[src/rtl/me_search_ctrl.sv]
// Integer-pel full-search sequencer: raster-steps candidate MVs into the SAD tree and
// replays them PIPE_LAT cycles later as compare enables; ref_ready stalls issue only.
module me_search_ctrl #(
  parameter int SR       = 16,
  parameter int MV_W     = 7,
  parameter int PIPE_LAT = 4
) (
  input  logic            clk,
  input  logic            rst,
  input  logic            start,
  input  logic            abort,
  input  logic            ref_ready,
  output logic            cand_valid,
  output logic [MV_W-1:0] cand_mv_x,
  output logic [MV_W-1:0] cand_mv_y,
  output logic            cmp_clr,
  output logic            cmp_en,
  output logic [MV_W-1:0] cmp_mv_x,
  output logic [MV_W-1:0] cmp_mv_y,
  output logic            busy,
  output logic            done
);

  localparam logic signed [MV_W-1:0] MV_MIN = MV_W'(-SR);
  localparam logic signed [MV_W-1:0] MV_MAX = MV_W'(SR - 1);

  typedef enum logic [2:0] {
    S_IDLE,
    S_CLEAR,
    S_SEARCH,
    S_DRAIN,
    S_DONE
  } state_t;

  state_t state, state_nxt;

  logic signed [MV_W-1:0] mv_x, mv_y;
  logic                   issue, last_issue, pending;

  logic [PIPE_LAT-1:0]    dl_vld;
  logic [MV_W-1:0]        dl_x [PIPE_LAT];
  logic [MV_W-1:0]        dl_y [PIPE_LAT];

  assign issue      = (state == S_SEARCH) && ref_ready;
  assign last_issue = issue && (mv_x == MV_MAX) && (mv_y == MV_MAX);

  // The final stage is already on the compare inputs; only earlier stages keep DRAIN alive.
  always_comb begin
    pending = 1'b0;
    for (int i = 0; i < PIPE_LAT - 1; i++) begin
      pending = pending | dl_vld[i];
    end
  end

  always_ff @(posedge clk) begin
    if (rst) begin
      state <= S_IDLE;
    end else begin
      state <= state_nxt;
    end
  end

  always_comb begin
    state_nxt = state;
    case (state)
      S_IDLE:   if (start) state_nxt = S_CLEAR;
      S_CLEAR:  state_nxt = S_SEARCH;
      S_SEARCH: if (last_issue) state_nxt = S_DRAIN;
      S_DRAIN:  if (!pending) state_nxt = S_DONE;
      S_DONE:   state_nxt = S_IDLE;
      default:  state_nxt = S_IDLE;
    endcase
    if (abort) state_nxt = S_IDLE;
  end

  always_comb begin
    cand_valid = issue;
    cmp_clr    = (state == S_CLEAR);
    busy       = (state != S_IDLE);
    done       = (state == S_DONE);
    cand_mv_x  = mv_x;
    cand_mv_y  = mv_y;
    cmp_en     = dl_vld[PIPE_LAT-1];
    cmp_mv_x   = dl_x[PIPE_LAT-1];
    cmp_mv_y   = dl_y[PIPE_LAT-1];
  end

  always_ff @(posedge clk) begin
    if (rst) begin
      mv_x <= '0;
      mv_y <= '0;
    end else if (state == S_CLEAR) begin
      mv_x <= MV_MIN;
      mv_y <= MV_MIN;
    end else if (issue) begin
      if (mv_x == MV_MAX) begin
        mv_x <= MV_MIN;
        mv_y <= mv_y + MV_W'(1);
      end else begin
        mv_x <= mv_x + MV_W'(1);
      end
    end
  end

  // Shifts every cycle regardless of ref_ready so compare timing never slips.
  always_ff @(posedge clk) begin
    if (rst) begin
      dl_vld <= '0;
      for (int i = 0; i < PIPE_LAT; i++) begin
        dl_x[i] <= '0;
        dl_y[i] <= '0;
      end
    end else begin
      dl_vld[0] <= issue && !abort;
      dl_x[0]   <= mv_x;
      dl_y[0]   <= mv_y;
      for (int i = 1; i < PIPE_LAT; i++) begin
        dl_vld[i] <= dl_vld[i-1] && !abort;
        dl_x[i]   <= dl_x[i-1];
        dl_y[i]   <= dl_y[i-1];
      end
    end
  end

endmodule

[config.mk]
export PLATFORM = sky130hd
export DESIGN_NAME = me_search_ctrl
export DESIGN_NICKNAME = d
export VERILOG_FILES = /design/src/rtl/me_search_ctrl.sv
export SDC_FILE = /design/constraint.sdc
export NUM_CORES = 1
export LEC_CHECK = 0
export CAP_MARGIN = 0
export CORE_ASPECT_RATIO = 0.8
export CORE_MARGIN = 2
export CORE_UTILIZATION = 57
export CTS_BUF_LIST = sky130_fd_sc_hd__clkbuf_8 sky130_fd_sc_hd__clkbuf_16
export CTS_CLUSTER_SIZE = 25
export DETAILED_ROUTE_END_ITERATION = 8
export PLACE_DENSITY = 0.83
export SLEW_MARGIN = 20
export SYNTH_ARGS = -nofsm -noshare
export SYNTH_HDL_FRONTEND = slang
export SYNTH_SLANG_ARGS = --single-unit
[constraint.sdc]
create_clock -name clk -period 2.5 [get_ports clk]
set_clock_uncertainty 0.2 [all_clocks]
set_input_delay 0.625 -clock clk [delete_from_list [all_inputs] [get_ports clk]]
set_output_delay 0.625 -clock clk [all_outputs]
set_load 0.02 [all_outputs]
# After elaboration in Yosys (flattened, before gate mapping)
# Memory sizes are Yosys's and may differ from the RTL's.
# Index checks and enable logic that the tools add are counted.
dict set report totals {
  reg_bits 21
  latchBits 0
  ramBits 56
  rom_bits 0
  memories 2
}
# name depth word_bits read_ports rd_clocked_by_memory_dff write_ports line
set mem_list {}
lappend mem_list {dl_x 4 7 4 0 4 41} ;# logic [MV_W-1:0] dl_x [PIPE_LAT];
lappend mem_list {dl_y 4 7 4 0 4 42} ;# logic [MV_W-1:0] dl_y [PIPE_LAT];
dict set report classes {
  addsub 2
  multipliers 0
  div 0
  order_cmp 0
  eq_ne 9
  n_shift 0
  mux 21
  n_bitwise 10
  n_reduce_logical 17
}
# cell n
set ops {}
lappend ops {{2-to-1 mux 7 bit} 14}
lappend ops {{adder 7 x 2 -> 7 bit (second input constant)} 2}
lappend ops {{equality test 7 x 5 -> 1 bit (second input constant)} 2}
lappend ops {{case mux 3 bit (4 select lines)} 1}
lappend ops {{OR 1 bit} 10}
lappend ops {{2-to-1 mux 3 bit} 3}
lappend ops {{logical AND 1 bit} 7}
lappend ops {{equality test 3 x 2 -> 1 bit (second input constant)} 2}
lappend ops {{inequality test 2 bit (second input constant)} 3}
lappend ops {{AND reduction 2 bit} 2}
lappend ops {{nonzero test 2 bit} 2}
lappend ops {{OR reduction 2 bit} 2}
lappend ops {{equality test 3 x 1 -> 1 bit (second input constant)} 1}
lappend ops {{equality test 3 bit (second input constant)} 1}
lappend ops {{logical NOT 3 bit} 1}
lappend ops {{2-to-1 mux 1 bit} 3}
lappend ops {{AND reduction 3 bit} 1}
lappend ops {{nonzero test 3 bit} 1}
lappend ops {{logical NOT 1 bit} 1}

# Depth between registers and ports, before layout
# Gate-level depths: netlist of run 1.
dict set report logic_depth {
  ltp_word 6
  ltp_mapped 7
  ltp_nobuf 5
}

# Least setup slack after synthesis of run 1
# No wires, ideal clock.
dict set report synth_timing {
  path_kind {input-to-output}
  start {input ref_ready}
  end {output cand_valid}
  arrival_time_ns 1.040
  t_required_ns 1.675
  path_slack_ns 0.635
  stages 3
  path_buffers 1
  cell_sequence {nand4bb_1 > buf_4 > inv_2}
}
dict set report synth_via {
  elab_chain_cells 1
}
# item line
set synth_rtl {}
lappend synth_rtl {{start: declaration} 12} ;# input logic ref_ready,
lappend synth_rtl {{logical AND 1 bit} 44} ;# assign issue = (state == S_SEARCH) && ref_ready;
lappend synth_rtl {{end: declaration} 13} ;# output logic cand_valid,
# No other way between the ends.

# Final worst setup path of run 1
# Same ends and word-level chain as after synthesis.

==> results by group, run 1 <==
Synthesis
  • Seq/Total Area, Yosys: 59.1%
  • Flops & latches, synth: slightly below 80
  • Asr flop ratio synth: 0%
  • Avg Cell Area, Syn: between 10 and 15 sq um
  • Distinct cells, synth: 33
  • Post-synthesis net count: between 200 and 300
  • Mapped cell area: around 2600 sq um
  • Synth Instances: 246
  • Top_reg_cell synth: dfxtp_1
  • Number of synthesized flops with an enable pin: 0
  • Ys Warns: 0

Placement
  • Pre-CTS WS: -0.292 ns
  • Gpl congestion: between 0.8 and 0.9
  • Placed Area: around 3000 sq um
  • I/O Buffers: 37
  • DP HPWL: approximately 2500 um

Route
  • Pre-Repair DR Iteration Count: 5
  • ANT nets after route: 0
  • Via-per-instance ratio: 4.79
  • Vias: about 1600
  • WL/cell: ~11 um
  • 1st-iter DRT viols: 43
  • WL final: between 3000 and 4000 um
  • Drt drc: 0

Timing
  • Slew @ Worst Pin: about 0.45 ns
  • Fin. Hold Viols: 0
  • Final Setup Violations: 0
  • Max Clk Rate: between 0.4 and 0.5 GHz
  • Final worst-path setup slack: slightly below 0.06 ns
  • Rel. slew slack: between 60% and 70%
  • Post-route minimum period: roughly 2.4 ns
  • Unrepaired setup endpoints after global routing: false
  • Tcrit/Tclk final: between 90% and 100%
  • Fin. max-slew vios: 0

Die
  • Die area: 5140 sq um
  • Cell row count: 21
  • # IOs: 38
  • Die Y: 64.5 um
  • Die X: between 70 and 80 um
  • Starting Density: between 60 and 70%
  • CORE AREA: 4280 sq um

Worst setup path
  • Depth of the worst register-to-register path: 5
  • R2R setup slack: 0.64 ns
  • R2r endpoint: cand_mv_y[4]
  • CP max FO: 2
  • Setup crit start: ref_ready
  • Worst setup EP type: primary output
  • Critical Path RT: between 1.5 and 2 ns
  • Setup crit start kind: primary input
  • Worst Path Class, Setup: primary input to primary output
  • R2R Path Start: cand_mv_x[0]
  • Worst EP arrival: 1.62 ns

Cells and area
  • Fraction of layout cells with a size suffix above 1: 10.4%
  • Ant. Diodes: 0
  • Synth-to-layout area growth: 20.4%
  • Nets@finish: 283
  • Design Area, Final: 3140 sq um

Worst hold path
  • HP Start: dl_y[0][13]
  • Min-Delay Path Class: register to register
  • Hold Path End: dl_y[0][20]
  • Worst Hold Depth: 1

Global routing
  • Global-route usage over all layers: roughly 18%
  • Initial antenna violation count: 0
  • Global-route wire length before repair: between 6000 and 7000 um
  • Grt ovf: 0
  • Largest net degree at the start of global routing: 25
  • Vias in the first global route: around 1500

Clock network
  • Clock Latency Late Sink: about 0.34 ns
  • Root Buffer: clkbuf_8
  • Clk slew on worst S/H paths: approximately 0.070 ns
  • Total clock sinks: 77
  • TritonCTS buffer count: 9
  • Htree depth: 3
  • Worst-case clock buffer depth: 2
  • TritonCTS clock tree: done
  • Hold-fix buffers at CTS: 0

Pwr
  • Pleak: 1.29 nW
  • Maximum vdd drop: roughly 0.64 mV
  • Power Dens Cells: approximately 700 nW/um^2

Job
  • Max cap viols: 0

Run status
  • Outcome: complete, no violations
-- worst max path at each step --
stage / cells after the start / slack, ns / end
5_1_grt: 4 / 0.02 / cand_valid
6_report: 4 / 0.06 / cand_valid
3_3_place_gp: 4 / -0.29 / cand_valid
2_1_floorplan: 3 / 0.63 / cand_valid
3_5_place_dp: 4 / -0.29 / cand_valid
4_1_cts: 3 / 0.01 / cmp_clr
-- routing by layer --
layer  vias up  global-route usage, %  part of all wire [%]
li1        851                      -                     -
met1       703                   21.4                    47
met2        52                   25.8                    45
met3         4                   9.89                   7.2
met4         0                   7.97                  0.89
met5         -                      0                     0
-- layout make-up --
type                            count  area, sq um
Inverter                            2         7.51
Clock buffer                       11          151
Fill cell                         304         1140
Timing Repair Buffer               44          427
Tap cell                           57         71.3
Sequential cell                    77         1540
Multi-Input combinational cell    142          896
Clock inverter                      3         46.3
-- cell usage after synthesis, types with 3 or more instances --
cell,count,area [sq um]
dfxtp_1,77,1540
nor2b_1,58,363
buf_4,15,113
a21oi_1,13,65.1
nor2_1,12,45.0
nand2_1,9,33.8
clkbuf_1,8,30.0
nand3_1,8,40.0
and3_1,5,31.3
nor3_1,5,25.0
and2_1,3,18.8
o311a_1,3,30.0
xnor2_1,3,26.3
xor2_1,3,26.3
-- what timing repair did --
action                     CTS  global route
gates cloned                 0             0
setup buffers                0             0
resized for setup            3             4
setup endpoints to repair    1             3
-- cell families (layout without fill, tap and decap cells) --
group                    after synthesis  after routing  share of synthesized area [%]
AO/OA/AOI/OAI                         23             23                           5.66
adder cells (fa/ha/maj)                2              2                          0.959
XOR/XNOR                               6              6                           2.01
AND/OR/NAND/NOR                      110            110                           25.3
flip-flops                            77             77                           59.1
buffers and inverters                 27             60                           6.62
multiplexers                           1              1                          0.384
-- layout by cell type (no fill, tap or decap), drive strengths merged, types with 5 or more instances in the layout --
cell type	count
nor2	12
and3	5
a21oi	13
nand3	8
nand2	9
clkdlybuf4s50	32
clkbuf	11
nor3	5
dfxtp	77
nor2b	58
buf	8
-- per-stage QoR --
step,hold WS [ns],std cells,util (%),TNS (ns),power (mW)
final,0.233,336,73.4,0,2.23
after CTS,0.235,336,73.2,0,2.26
after detailed placement,0.220,322,68.5,-0.292,1.36
after floorplan,0.214,246,-,0,1.33
after global placement,0.217,322,68.5,-0.288,1.36
after global routing,0.248,336,73.4,0,2.33
-- state kept, by name (all words and copies together) (netlist names) --
name	flops
dl_x	28
dl_y	28
cand_mv_y	7
dl_vld	4
cand_mv_x	7
state	3
-- worst max-delay path, stage by stage --
cell             delay, ns
clkdlybuf4s50_1       0.46
nand4bb_1             0.17
inv_2                 0.11
clkdlybuf4s15_2       0.26
-- where the power goes --
group          total, mW  switching [mW]  leakage, nW  internal, mW
clock network      0.904           0.398       0.0975         0.506
logic             0.0811          0.0463        0.566        0.0348
registers           1.25          0.0117        0.622          1.24
total               2.23           0.456         1.29          1.78
Power figures use the tool's default switching activity.
==> run 2: changes to the inputs <==
--- a/config.mk
+++ b/config.mk
@@ -6,7 +6,7 @@
 export NUM_CORES = 1
 export LEC_CHECK = 0
 export CAP_MARGIN = 0
-export CORE_ASPECT_RATIO = 0.8
+export CORE_ASPECT_RATIO = 0.6
 export CORE_MARGIN = 2
 export CORE_UTILIZATION = 57
 export CTS_BUF_LIST = sky130_fd_sc_hd__clkbuf_8 sky130_fd_sc_hd__clkbuf_16
==> results by group, run 2 (same netlist as run 1, synthesis figures left out) <==
Worst setup path
  • CP max FO: 2 (unchanged)
  • R2R Path Start: state[0] (was cand_mv_x[0])
  • CP Cell Sequence: clkdlybuf4s50_1 -> nand4bb_1 -> inv_2 -> buf_2 (was clkdlybuf4s50_1 -> nand4bb_1 -> inv_2 -> clkdlybuf4s15_2)
  • Setup crit start kind: primary input (unchanged)
  • Worst Path Class, Setup: primary input to primary output (unchanged)
  • Depth of the worst register-to-register path: 5 (unchanged)
  • Buf/Inv on CP: 3 (unchanged)
  • Worst setup EP type: primary output (unchanged)
  • R2r endpoint: cand_mv_y[6] (was cand_mv_y[4])
  • R2R setup slack: 0.65 ns (was 0.64 ns)
  • Worst path top cell family by delay: buffers and inverters (unchanged)
  • CP max stage delay: 0.46 ns (about the same)
  • Worst EP arrival: 1.52 ns (was 1.62 ns)
  • Crit-path slowest cell: clkdlybuf4s50_1 (unchanged)
  • Critical Path RT: 1.67 ns (about the same)

Die
  • Cell row count: 19 (was 21)
  • # IOs: 38 (unchanged)
  • Die X: 91.4 um (was 79.7 um)
  • CORE AREA: 4490 sq um (was 4280 sq um)
  • Die area: 5150 sq um (was 5140 sq um)
  • Die Y: 56.4 um (was 64.5 um)
  • Starting Density: 58.1% (was 60.9%)

Clock network
  • Total clock sinks: 77 (unchanged)
  • Worst-case clock buffer depth: 2 (unchanged)
  • Setup Fix Bufs, Post-CTS: 0 (unchanged)
  • Clock Latency Late Sink: 0.34 ns (about the same)
  • Root Buffer: clkbuf_8 (unchanged)
  • Htree depth: 3 (unchanged)
  • TritonCTS buffer count: 9 (unchanged)
  • TritonCTS clock tree: done (unchanged)
  • Clk slew on worst S/H paths: 0.08 ns (was 0.07 ns)

Route
  • 1st-iter DRT viols: 37 (was 43)
  • WL final: 3990 um (was 3800 um)
  • Drt drc: 0 (unchanged)
  • Vias: 1620 (was 1610)
  • Pre-Repair DR Iteration Count: 4 (was 5)
  • Via-per-instance ratio: 4.74 (was 4.79)
  • ANT nets after route: 0 (unchanged)
  • WL/cell: 11.7 um (was 11.3 um)

Cells and area
  • Most frequent cells in the layout: dfxtp_1, nor2b_1, clkdlybuf4s50_1 (unchanged)
  • Ant. Diodes: 0 (unchanged)
  • Layout Cells excl Fill: 342 (was 336)
  • Utilization after layout: 70.5% (was 73.4%)
  • Filler Cell Count: 327 (was 304)
  • Commonest non-fill, non-tap cell in the layout: dfxtp_1 (unchanged)
  • Synth-to-layout area growth: 21.4% (was 20.4%)
  • Largest registers: dl_x (28), dl_y (28) (unchanged)
  • Fraction of layout cells with a size suffix above 1: 10.0% (was 10.4%)
  • Nets@finish: 281 (was 283)

Worst hold path
  • Min-Delay Path Class: register to register (unchanged)
  • Hold Path End: dl_x[0][11] (was dl_y[0][20])
  • Worst Hold Depth: 1 (unchanged)
  • HP Start: dl_x[0][4] (was dl_y[0][13])

Run status
  • Outcome: complete, no violations (unchanged)

Timing
  • Tcrit/Tclk final: 93.9% (was 97.7%)
  • Final worst-path setup slack: 0.152 ns (was 0.0584 ns)
  • Post-route minimum period: 2.35 ns (was 2.44 ns)
  • Unrepaired setup endpoints after global routing: false (unchanged)
  • WHS: 0.231 ns (was 0.233 ns)
  • Rel. slew slack: 71.8% (was 69.6%)
  • Fin. Hold Viols: 0 (unchanged)
  • Max Clk Rate: 0.426 GHz (was 0.410 GHz)
  • Setup TNS: 0 ns (unchanged)
  • Final Setup Violations: 0 (unchanged)
  • Fin. max-slew vios: 0 (unchanged)
  • Slew @ Worst Pin: 0.419 ns (was 0.452 ns)

Global routing
  • Grt ovf: 0 (unchanged)
  • Initial antenna violation count: 0 (unchanged)
  • Largest net degree at the start of global routing: 64 (was 25)
  • Vias in the first global route: 1436 (was 1485)
  • Global-route wire length before repair: 6700 um (was 6740 um)
  • Global-route usage over all layers: 17.2% (was 17.8%)

Placement
  • Gpl congestion: 0.829 (was 0.825)
  • I/O Buffers: 37 (unchanged)
  • DP HPWL: 2490 um (was 2530 um)
  • DP Cell Count: 326 (was 322)
  • Pre-CTS WS: -0.295 ns (was -0.292 ns)

Job
  • Max cap viols: 0 (unchanged)

Pwr
  • Power Dens Cells: 749 nW/um^2 (was 711 nW/um^2)
  • Maximum vdd drop: 0.409 mV (was 0.635 mV)
  • Pleak: 1.28 nW (was 1.29 nW)
[run 2: power by group]
group          total [mW]  switching [mW]  internal, mW  leakage [nW]
Combinational      0.0846          0.0488        0.0358         0.550
Clock                1.04           0.446         0.596         0.110
Sequential           1.25          0.0105          1.24         0.621
Total                2.37           0.505          1.87          1.28
[run 2: how the worst max path moves through the flow]
stage / start / endpoint / slack (ns) / depth (start not counted)
2_1_floorplan: ref_ready / cand_valid / 0.63 / 3
3_3_place_gp: ref_ready / cand_valid / -0.28 / 4
3_5_place_dp: ref_ready / cand_valid / -0.30 / 4
4_1_cts: ref_ready / cand_valid / 0.04 / 4
5_1_grt: state[0] / cmp_clr / 0.04 / 3
6_report: ref_ready / cand_valid / 0.15 / 4
[run 2: final cells by class]
cell class	count	area, sq um	share of cell area [%]
flip-flops and latches	77	1540	48.7
multi-input cells	142	896	28.3
repair buffers	42	414	13.1
clock buffers	10	138	4.34
clock inverters	6	92.6	2.92
well taps	63	78.8	2.49
inverters	2	7.51	0.237
[run 2: worst register-to-register path, delay by kind of cell (launching register included)]
family	cells	cell delay, ns
AO/OA/AOI/OAI	1	0.14
buffers and inverters	1	0.23
flip-flops	1	0.39
AND/OR/NAND/NOR	3	0.79
[run 2: timing repair]
action                                 4_1_cts  5_1_grt
gates resized for setup                      4        3
setup endpoints to repair                    2        3
endpoints found under the hold margin        0        0
hold buffers                                 0        0
[run 2: metrics by stage]
stage / power (mW) / area [sq um]
after global routing: 2.46 / 3170
after global placement: 1.36 / 2940
final: 2.37 / 3170
after CTS: 2.40 / 3170
after detailed placement: 1.36 / 2940
after floorplan: 1.33 / 2610
[run 2: metal layers]
layer / vias to the layer above / GRT usage [%] / wire, um
li1: 849 / - / -
met1: 723 / 21.7 / 1920
met2: 41 / 25.6 / 1780
met3: 7 / 7.52 / 246
met4: 0 / 7.79 / 48
met5: - / 0 / 0
